[src/rtl/pattern_detector.sv]
// Runtime-programmable serial bit-pattern detector: compares the newest accepted
// bits against a loadable pattern, flags matches for one cycle and counts them.
module pattern_detector #(
  parameter  int unsigned MAX_LEN   = 8,
  parameter  int unsigned CNT_WIDTH = 8,
  localparam int unsigned LW        = $clog2(MAX_LEN + 1)
) (
  input  logic                 clk,
  input  logic                 n_rst,
  input  logic                 load,
  input  logic [MAX_LEN-1:0]   pattern,
  input  logic [LW-1:0]        pat_len,
  input  logic                 overlap_in,
  input  logic                 enable,
  input  logic                 serial_in,
  input  logic                 count_clear,
  output logic                 match,
  output logic [CNT_WIDTH-1:0] match_count,
  output logic                 armed
);

  // One extra bit so fill+1 and length comparisons never wrap.
  localparam int unsigned FW      = LW + 1;
  localparam int unsigned RST_LEN = (MAX_LEN < 4) ? MAX_LEN : 4;
  localparam logic [MAX_LEN-1:0]   RST_PAT = MAX_LEN'(4'b1101);
  localparam logic [CNT_WIDTH-1:0] CNT_MAX = {CNT_WIDTH{1'b1}};

  typedef enum logic [1:0] {
    IDLE  = 2'd0,
    FILL  = 2'd1,
    ARMED = 2'd2
  } state_t;

  state_t               state_q, state_d;
  logic [MAX_LEN-1:0]   pat_r;
  logic [LW-1:0]        len_r;
  logic                 ovl_r;
  logic [MAX_LEN-1:0]   hist_q, hist_d;
  logic [LW-1:0]        fill_q, fill_d;
  logic                 match_d;
  logic                 armed_d;
  logic [CNT_WIDTH-1:0] count_d;

  logic [MAX_LEN-1:0]   hist_shift;
  logic [MAX_LEN-1:0]   len_mask;
  logic [FW-1:0]        fill_inc;
  logic [LW-1:0]        load_len;
  logic                 hit;

  // Datapath helpers: shifted history, length mask, saturating fill, clamped length.
  always_comb begin
    hist_shift = MAX_LEN'({hist_q, serial_in});
    for (int unsigned i = 0; i < MAX_LEN; i++) begin
      len_mask[i] = (FW'(i) < FW'(len_r));
    end
    fill_inc = (FW'(fill_q) < FW'(MAX_LEN)) ? (FW'(fill_q) + FW'(1)) : FW'(MAX_LEN);
    load_len = (FW'(pat_len) > FW'(MAX_LEN)) ? LW'(MAX_LEN) : pat_len;
    hit      = (state_q != IDLE) && (len_r != '0) &&
               ((FW'(fill_q) + FW'(1)) >= FW'(len_r)) &&
               ((hist_shift & len_mask) == (pat_r & len_mask));
  end

  // State register and datapath registers.
  always_ff @(posedge clk or negedge n_rst) begin
    if (!n_rst) begin
      state_q     <= FILL;
      pat_r       <= RST_PAT;
      len_r       <= LW'(RST_LEN);
      ovl_r       <= 1'b1;
      hist_q      <= '0;
      fill_q      <= '0;
      match       <= 1'b0;
      armed       <= 1'b0;
      match_count <= '0;
    end else begin
      state_q     <= state_d;
      hist_q      <= hist_d;
      fill_q      <= fill_d;
      match       <= match_d;
      armed       <= armed_d;
      match_count <= count_d;
      if (load) begin
        pat_r <= pattern;
        len_r <= load_len;
        ovl_r <= overlap_in;
      end
    end
  end

  // Next-state, history, fill, match and counter logic.
  always_comb begin
    state_d = state_q;
    hist_d  = hist_q;
    fill_d  = fill_q;
    match_d = 1'b0;
    count_d = match_count;

    if (load) begin
      hist_d  = '0;
      fill_d  = '0;
      state_d = (pat_len == '0) ? IDLE : FILL;
    end else if (enable) begin
      unique case (state_q)
        IDLE: begin
          state_d = IDLE;
        end
        FILL, ARMED: begin
          hist_d = hist_shift;
          if (hit) begin
            match_d = 1'b1;
            if (!ovl_r) begin
              // Non-overlapping: discard history so the next match starts fresh.
              fill_d  = '0;
              state_d = FILL;
            end else begin
              fill_d  = LW'(fill_inc);
              state_d = ARMED;
            end
          end else begin
            fill_d  = LW'(fill_inc);
            state_d = ((fill_inc + FW'(1)) >= FW'(len_r)) ? ARMED : FILL;
          end
        end
        default: begin
          state_d = FILL;
          hist_d  = '0;
          fill_d  = '0;
        end
      endcase
    end

    armed_d = (state_d == ARMED);

    if (count_clear) begin
      count_d = '0;
    end else if (match_d && (match_count != CNT_MAX)) begin
      count_d = match_count + CNT_WIDTH'(1);
    end
  end

endmodule

[config.mk]
export PLATFORM = sky130hd
export DESIGN_NAME = pattern_detector
export DESIGN_NICKNAME = d
export VERILOG_FILES = /design/src/rtl/pattern_detector.sv
export SDC_FILE = /design/constraint.sdc
export NUM_CORES = 1
export LEC_CHECK = 0
export BUFFER_PORTS_ARGS = -buffer_cell sky130_fd_sc_hd__buf_2
export CAP_MARGIN = 40
export CORE_MARGIN = 2
export CORE_UTILIZATION = 40
export CTS_BUF_LIST = sky130_fd_sc_hd__clkbuf_4
export DETAILED_ROUTE_END_ITERATION = 16
export HOLD_SLACK_MARGIN = 0.06
export PLACE_DENSITY_LB_ADDON = 0.1
export SLEW_MARGIN = 20
export SYNTH_ARGS = -nofsm -noshare
export SYNTH_HDL_FRONTEND = slang
export SYNTH_SLANG_ARGS = --single-unit
[constraint.sdc]
create_clock -name clk -period 2.1 [get_ports clk]
set_input_delay 0.21 -clock clk [delete_from_list [all_inputs] [get_ports clk]]
set_output_delay 0.21 -clock clk [all_outputs]
set_load 0.02 [all_outputs]
==> impl_metrics.toml, run 1 <==
[run_status]
outcome = "finished with violations"
violations = "setup timing"

[sta]
rsz0062_at_grt = "true"
final-setup-viol-count = 15
relSlewSlack_pct = 69.2
min_period_ns = 2.41
tns_ns = -3.23
hold_violations = 0
slew_violations = 0
fmax_mhz = 415
finalCritPeriodShare_pct = 115
worst_pin_slew_ns = 0.463
fin_worst_skew_ns = 0.0109
setup_ws_ns = -0.312
fin_worst_hold_slack_ns = 0.0794

[yosys]
syn_nets = 223
avgSynthCellArea_sq_um = 10.6
synthArstFlopShare_pct = 100
synth_enable_flop_cells = 0
synth_warnings = 0
ys_ff_latch = 36
syn_area_sq_um = 2010
syn_inst = 190
yosysUniqueCellTypes = 44
ys_seq_area_share_pct = 45.2
ys.flop_type = "dfrtp_1"

[worst_hold_path]
holdPathStages = 2
min_from = "overlap_in"
hold_path.class = "in2reg"
min_to = "ovl_r$_DFFE_PN1P_"

[die]
io_pins = 29
die_area_sq_um = 5610
die_h_um = 74.9
die_w_um = 74.9
std_cell_rows = 25
fp.coreArea_sq_um = 4790
start_util_pct = 42.0

[drt]
wirelength_um = 5060
first_iter_violations = 56
vias = 1744
ant_nets = 0
viasPerCell = 5.33
wl_per_cell_um = 15.5
firstDrtPassIters = 4
drc_errors = 0

[place]
portBuffers = 28
gp_congestion = 0.884
dpl.hpwl_um = 3610
placedCellCount = 309
dp_slack_ns = -0.244

[cells_and_area]
final_common_cell = "buf_4"
layout_common_cells = "buf_4, dfrtp_1, buf_2"
layout-drive-gt1-share_pct = 46.2
areaGrowthSynthToFinish_pct = 39.8
fin_nets = 292
antennaDiodeCount = 0
fin_cells = 327

[worst_setup_path]
r2r_start = "pat_r[2]$_DFFE_PN1P_"
r2r_slack_ns = -0.31
worst_setup_path_end_kind = "register"
critical_path_class = "reg2reg"
crit_arrival_ns = 2.70
start_kind = "register"
r2r-end = "match_count[3]$_DFFE_PN0P_"
required_ns = 2.39
cp_max_fo = 5
worst_r2r_path_depth = 8

[clocking]
clock_latency_ns = 0.35
clockRootBuffer = "clkbuf_4"
clkTransAtPathRegs_ns = 0.13
cts_tree = "yes"
clock_sinks = 36
htreeDepth = 2
cts_buffers = 5
cts.path.max_buffers = 2

[power_and_ir_drop]
p_total_mw = 1.76
swShare_pct = 32.4
clkPwrFrac_pct = 22.4
ir_drop_uv = 404
combPwrFrac_pct = 33.0
p_per_area_nw_per_um2 = 625
leakagePower_nw = 1.32
p_sw_mw = 0.569
intPower_mw = 1.19
power.share.sequential_pct = 44.6

[global_routing]
grt_start_max_net_pins = 37
antenna_found_initial = 0
grt_use_total_pct = 19.0
grt_pass1_wl_um = 8000
grt_pass1_vias = 1770
overflow = 0

[run]
drv_cap = 0
[per-layer routing]
| metal | routed length [um] | part of all wire (%) | up-vias | GRT usage, % |
|---|---|---|---|---|
| met4 | 90 | 1.8 | 0 | 8.53 |
| li1 | - | - | 836 | - |
| met5 | 0 | 0 | - | 0 |
| met3 | 115 | 2.3 | 9 | 4.15 |
| met2 | 2690 | 53 | 29 | 31.2 |
| met1 | 2170 | 43 | 870 | 24.1 |
[final cells by class]
class | count | area [sq um]
fill | 402 | 1970
multi-input combinational | 132 | 1220
sequential | 36 | 910
timing repair buffer | 68 | 480
tap | 67 | 83.8
inverter | 16 | 60.1
clock buffer | 5 | 37.5
clock inverter | 3 | 23.8
[flip-flops by register name (all words and copies together), names as in the netlist]
| name | count |
|---|---|
| ovl_r | 1 |
| state_q | 2 |
| hist_q | 7 |
| len_r | 4 |
| armed | 1 |
| match_count | 8 |
| pat_r | 8 |
| fill_q | 4 |
| match | 1 |
[logic make-up after synthesis]
group                      synth area share [%]
AOI/OAI and AO/OA                          17.9
xor gates and xnor gates                   5.17
adders and majority gates                  8.71
buffers and inverters                      4.17
DFF                                        45.2
muxes                                      6.10
and+or+nand+nor                            12.8
[power by group through the flow]
stage	clock, mW	combinational [mW]	sequential (mW)
floorplan	0	0.290	0.793
global placement	0	0.455	0.789
detailed placement	0	0.471	0.792
CTS	0.404	0.551	0.784
global route	0.435	0.643	0.789
finish	0.394	0.580	0.784
[stage by stage]
step	instance area [sq um]	util (%)
2_1_floorplan	2060	-
3_3_place_gp	2480	51.8
3_5_place_dp	2480	51.9
4_1_cts	2660	55.6
5_1_grt	2810	58.7
6_report	2810	58.7
[what timing repair did]
action / CTS / global route
pin swaps: 8 / 22
gates resized for setup: 12 / 22
hold buffers: 2 / 3
setup endpoints to repair: 15 / 15
hold endpoints to repair: 31 / 3
setup buffers: 4 / 0
[cell usage after synthesis (2+ instances only)]
| library cell | instances | area share [%] |
|---|---|---|
| nand4_1 | 4 | 1.2 |
| clkbuf_1 | 3 | 0.56 |
| o31ai_1 | 2 | 0.75 |
| xnor2_1 | 8 | 3.5 |
| nor3_1 | 2 | 0.50 |
| a31oi_1 | 3 | 0.93 |
| nand2_1 | 10 | 1.9 |
| dfstp_2 | 6 | 7.8 |
| o21ai_0 | 10 | 2.5 |
| or4_1 | 2 | 0.75 |
| o22ai_1 | 4 | 1.2 |
| a22o_1 | 11 | 4.8 |
| buf_1 | 2 | 0.37 |
| xor2_1 | 2 | 0.87 |
| nand3b_1 | 2 | 0.75 |
| nand3_1 | 2 | 0.50 |
| a21oi_1 | 12 | 3.0 |
| or3_1 | 4 | 1.2 |
| nor2_1 | 6 | 1.1 |
| mux2_2 | 10 | 5.6 |
| inv_1 | 16 | 3.0 |
| o211ai_1 | 2 | 0.75 |
| nand2b_1 | 3 | 0.93 |
| a21o_1 | 2 | 0.75 |
| dfrtp_1 | 30 | 37 |
| ha_1 | 14 | 8.7 |
[critical path, stage by stage (launching register included)]
cell and delay [ns]:
dfstp_2 0.58, xnor2_2 0.12, o211ai_1 0.10, o32a_1 0.37, nor4_4 0.35, nand3b_4 0.16
buf_6 0.16, or3_4 0.37, a21oi_2 0.13
[how the worst max path moves through the flow]
stage	startpoint	to	slack (ns)	cells after the start
floorplan	pat_r[2]$_DFFE_PN1P_	match_count[6]$_DFFE_PN0P_	-0.1	7
global placement	pat_r[2]$_DFFE_PN1P_	match_count[6]$_DFFE_PN0P_	-0.16	8
detailed placement	pat_r[2]$_DFFE_PN1P_	match_count[5]$_DFFE_PN0P_	-0.24	7
CTS	pat_r[2]$_DFFE_PN1P_	match_count[5]$_DFFE_PN0P_	-0.27	7
global route	pat_r[2]$_DFFE_PN1P_	match_count[3]$_DFFE_PN0P_	-0.39	8
finish	pat_r[2]$_DFFE_PN1P_	match_count[3]$_DFFE_PN0P_	-0.31	8
Power figures use the tool's default switching activity.
==> run 2, diff against run 1 <==
--- a/config.mk
+++ b/config.mk
@@ -8,7 +8,7 @@
 export BUFFER_PORTS_ARGS = -buffer_cell sky130_fd_sc_hd__buf_2
 export CAP_MARGIN = 40
 export CORE_MARGIN = 2
-export CORE_UTILIZATION = 40
+export CORE_UTILIZATION = 49
 export CTS_BUF_LIST = sky130_fd_sc_hd__clkbuf_4
 export DETAILED_ROUTE_END_ITERATION = 16
 export HOLD_SLACK_MARGIN = 0.06
==> run 2 against run 1 <==
Core utilization is 8.1 points higher. The run still ends with setup timing left. Design area shrank 5.6%. Largest cell class unchanged. Total power is 2.9% lower. Wire length down 3.0%. Non-clock buffer count decreased by 9. Register-to-register slack improved by 0.08 ns. Flip-flop and latch count unchanged. Via count fell by 4.0%. Combinational power shrank 3%. First-iteration DRC count grew to 2.6 times the previous value.
==> impl_metrics.toml, run 2 (synthesized netlist as in run 1, its figures left out) <==
[global_routing]
grt_use_total_pct = 23.3
grt_pass1_vias = 1697
grt_start_max_net_pins = 37
grt_pass1_wl_um = 7960
overflow = 0
antenna_found_initial = 0

[drt]
drc_errors = 0
vias = 1675
wirelength_um = 4910
first_iter_violations = 147
firstDrtPassIters = 4
ant_nets = 0
wl_per_cell_um = 16.3
viasPerCell = 5.56

[place]
placed_area_sq_um = 2440
dpl.hpwl_um = 3550
portBuffers = 28
placedCellCount = 289
gp_congestion = 0.845

[sta]
fin_worst_skew_ns = 0.00960
fmax_mhz = 428
final-setup-viol-count = 15
finalCritPeriodShare_pct = 111
min_period_ns = 2.34
hold_violations = 0
worst_pin_slew_ns = 0.368
slew_violations = 0
rsz0062_at_grt = "true"
relSlewSlack_pct = 75.2
fin_worst_hold_slack_ns = 0.0837
setup_ws_ns = -0.237

[power_and_ir_drop]
ir_drop_uv = 373
p_total_mw = 1.71
p_per_area_nw_per_um2 = 643
leakagePower_nw = 1.27

[worst_hold_path]
min_from = "pattern[6]"
min_to = "pat_r[6]$_DFFE_PN0P_"
holdPathStages = 2
hold_path.class = "in2reg"

[cells_and_area]
fin_nets = 283
final_common_cell = "dfrtp_1"
fill_cells = 323
regArea_sq_um = 908
finalInstanceArea_sq_um = 2650
antennaDiodeCount = 0
layout_common_cells = "dfrtp_1, buf_2, buf_4"
fin_cells = 301
areaGrowthSynthToFinish_pct = 32.0
multi_input_area_sq_um = 1180
layout-drive-gt1-share_pct = 43.8
largest_registers = "match_count: 8 flops, pat_r: 8 flops, hist_q: 7 flops"

[run]
drv_cap = 0

[worst_setup_path]
critical_path_class = "reg2reg"
r2r-end = "match_count[3]$_DFFE_PN0P_"
start_kind = "register"
required_ns = 2.39
r2r_start = "pat_r[3]$_DFFE_PN1P_"
r2r_slack_ns = -0.24
worst_setup_path_end_kind = "register"
cp_max_fo = 6
worst_r2r_path_depth = 8
crit_arrival_ns = 2.62

[run_status]
outcome = "finished with violations"
violations = "setup timing"

[clocking]
clock_sinks = 36
clockRootBuffer = "clkbuf_4"
cts.path.max_buffers = 2
htreeDepth = 2
cts_buffers = 5
clkTransAtPathRegs_ns = 0.11
cts_tree = "yes"
clock_latency_ns = 0.35

[die]
fp.coreArea_sq_um = 3970
die_area_sq_um = 4630
std_cell_rows = 23
io_pins = 29
die_h_um = 68.1
start_util_pct = 50.6
die_w_um = 68.1
==> run 2: cell count changes in the layout (fill, tap and decap cells not counted), moves of 2 or more <==
| cell | delta |
|---|---|
| buf_6 | -3 |
| clkinv_2 | +2 |
| clkinvlp_4 | -2 |
| dlygate4sd3_1 | -4 |
| o31ai_1 | +2 |
| o21ai_1 | -2 |
| buf_4 | -2 |
| or3_1 | +2 |
| or3_4 | -2 |
==> run 2: report_power, final <==
group / switching (mW) / internal, mW / leakage, nW
logic: 0.271 / 0.293 / 0.771
registers: 0.0364 / 0.745 / 0.465
clock network: 0.238 / 0.123 / 0.0324
total: 0.545 / 1.16 / 1.27
==> run 2: timing repair <==
item | 4_1_cts | 5_1_grt
hold endpoints to repair | 30 | 0
pin swaps | 19 | 12
setup buffers | 2 | 0
gates resized for setup | 14 | 10
endpoints found under the setup margin | 15 | 15
hold buffers | 1 | 0
==> run 2: area by class of cell <==
class	count	area share (%)
multi-input combinational	132	44.5
sequential	36	34.2
clock inverter	3	0.519
inverter	16	2.26
timing repair buffer	59	14.8
clock buffer	5	1.41
tap	50	2.36
==> run 2: worst max-delay path by stage <==
stage | from | to | cells past startpoint
floorplan | pat_r[2]$_DFFE_PN1P_ | match_count[6]$_DFFE_PN0P_ | 7
global placement | pat_r[3]$_DFFE_PN1P_ | match_count[6]$_DFFE_PN0P_ | 8
detailed placement | pat_r[3]$_DFFE_PN1P_ | match_count[5]$_DFFE_PN0P_ | 7
CTS | pat_r[3]$_DFFE_PN1P_ | match_count[1]$_DFFE_PN0P_ | 8
global route | pat_r[3]$_DFFE_PN1P_ | match_count[1]$_DFFE_PN0P_ | 8
finish | pat_r[3]$_DFFE_PN1P_ | match_count[3]$_DFFE_PN0P_ | 8
==> run 2: critical path: stages (launching register included) <==
cell and delay [ns]:
dfstp_2 0.57, xnor2_2 0.12, o211ai_1 0.13, o32a_1 0.34, nor4_4 0.33, nand3b_4 0.14
buf_4 0.16, or3_4 0.35, a21oi_2 0.13
==> run 2: routing by layer <==
| layer | global-route usage (%) | vias to the layer above | part of all wire [%] |
|---|---|---|---|
| met5 | 0 | - | 0 |
| met4 | 7.50 | 0 | 1.2 |
| met3 | 4.93 | 7 | 4.2 |
| met2 | 41.6 | 47 | 53 |
| met1 | 27.8 | 808 | 42 |
| li1 | - | 813 | - |
==> run 2: through the flow <==
stage | setup TNS (ns) | utilization (%) | setup WS [ns]
detailed placement | -3.13 | 61.5 | -0.284
finish | -2.40 | 66.8 | -0.237
CTS | -3.25 | 65.3 | -0.309
floorplan | -0.355 | - | -0.0988
global placement | -1.97 | 61.5 | -0.196
global route | -3.27 | 66.8 | -0.294
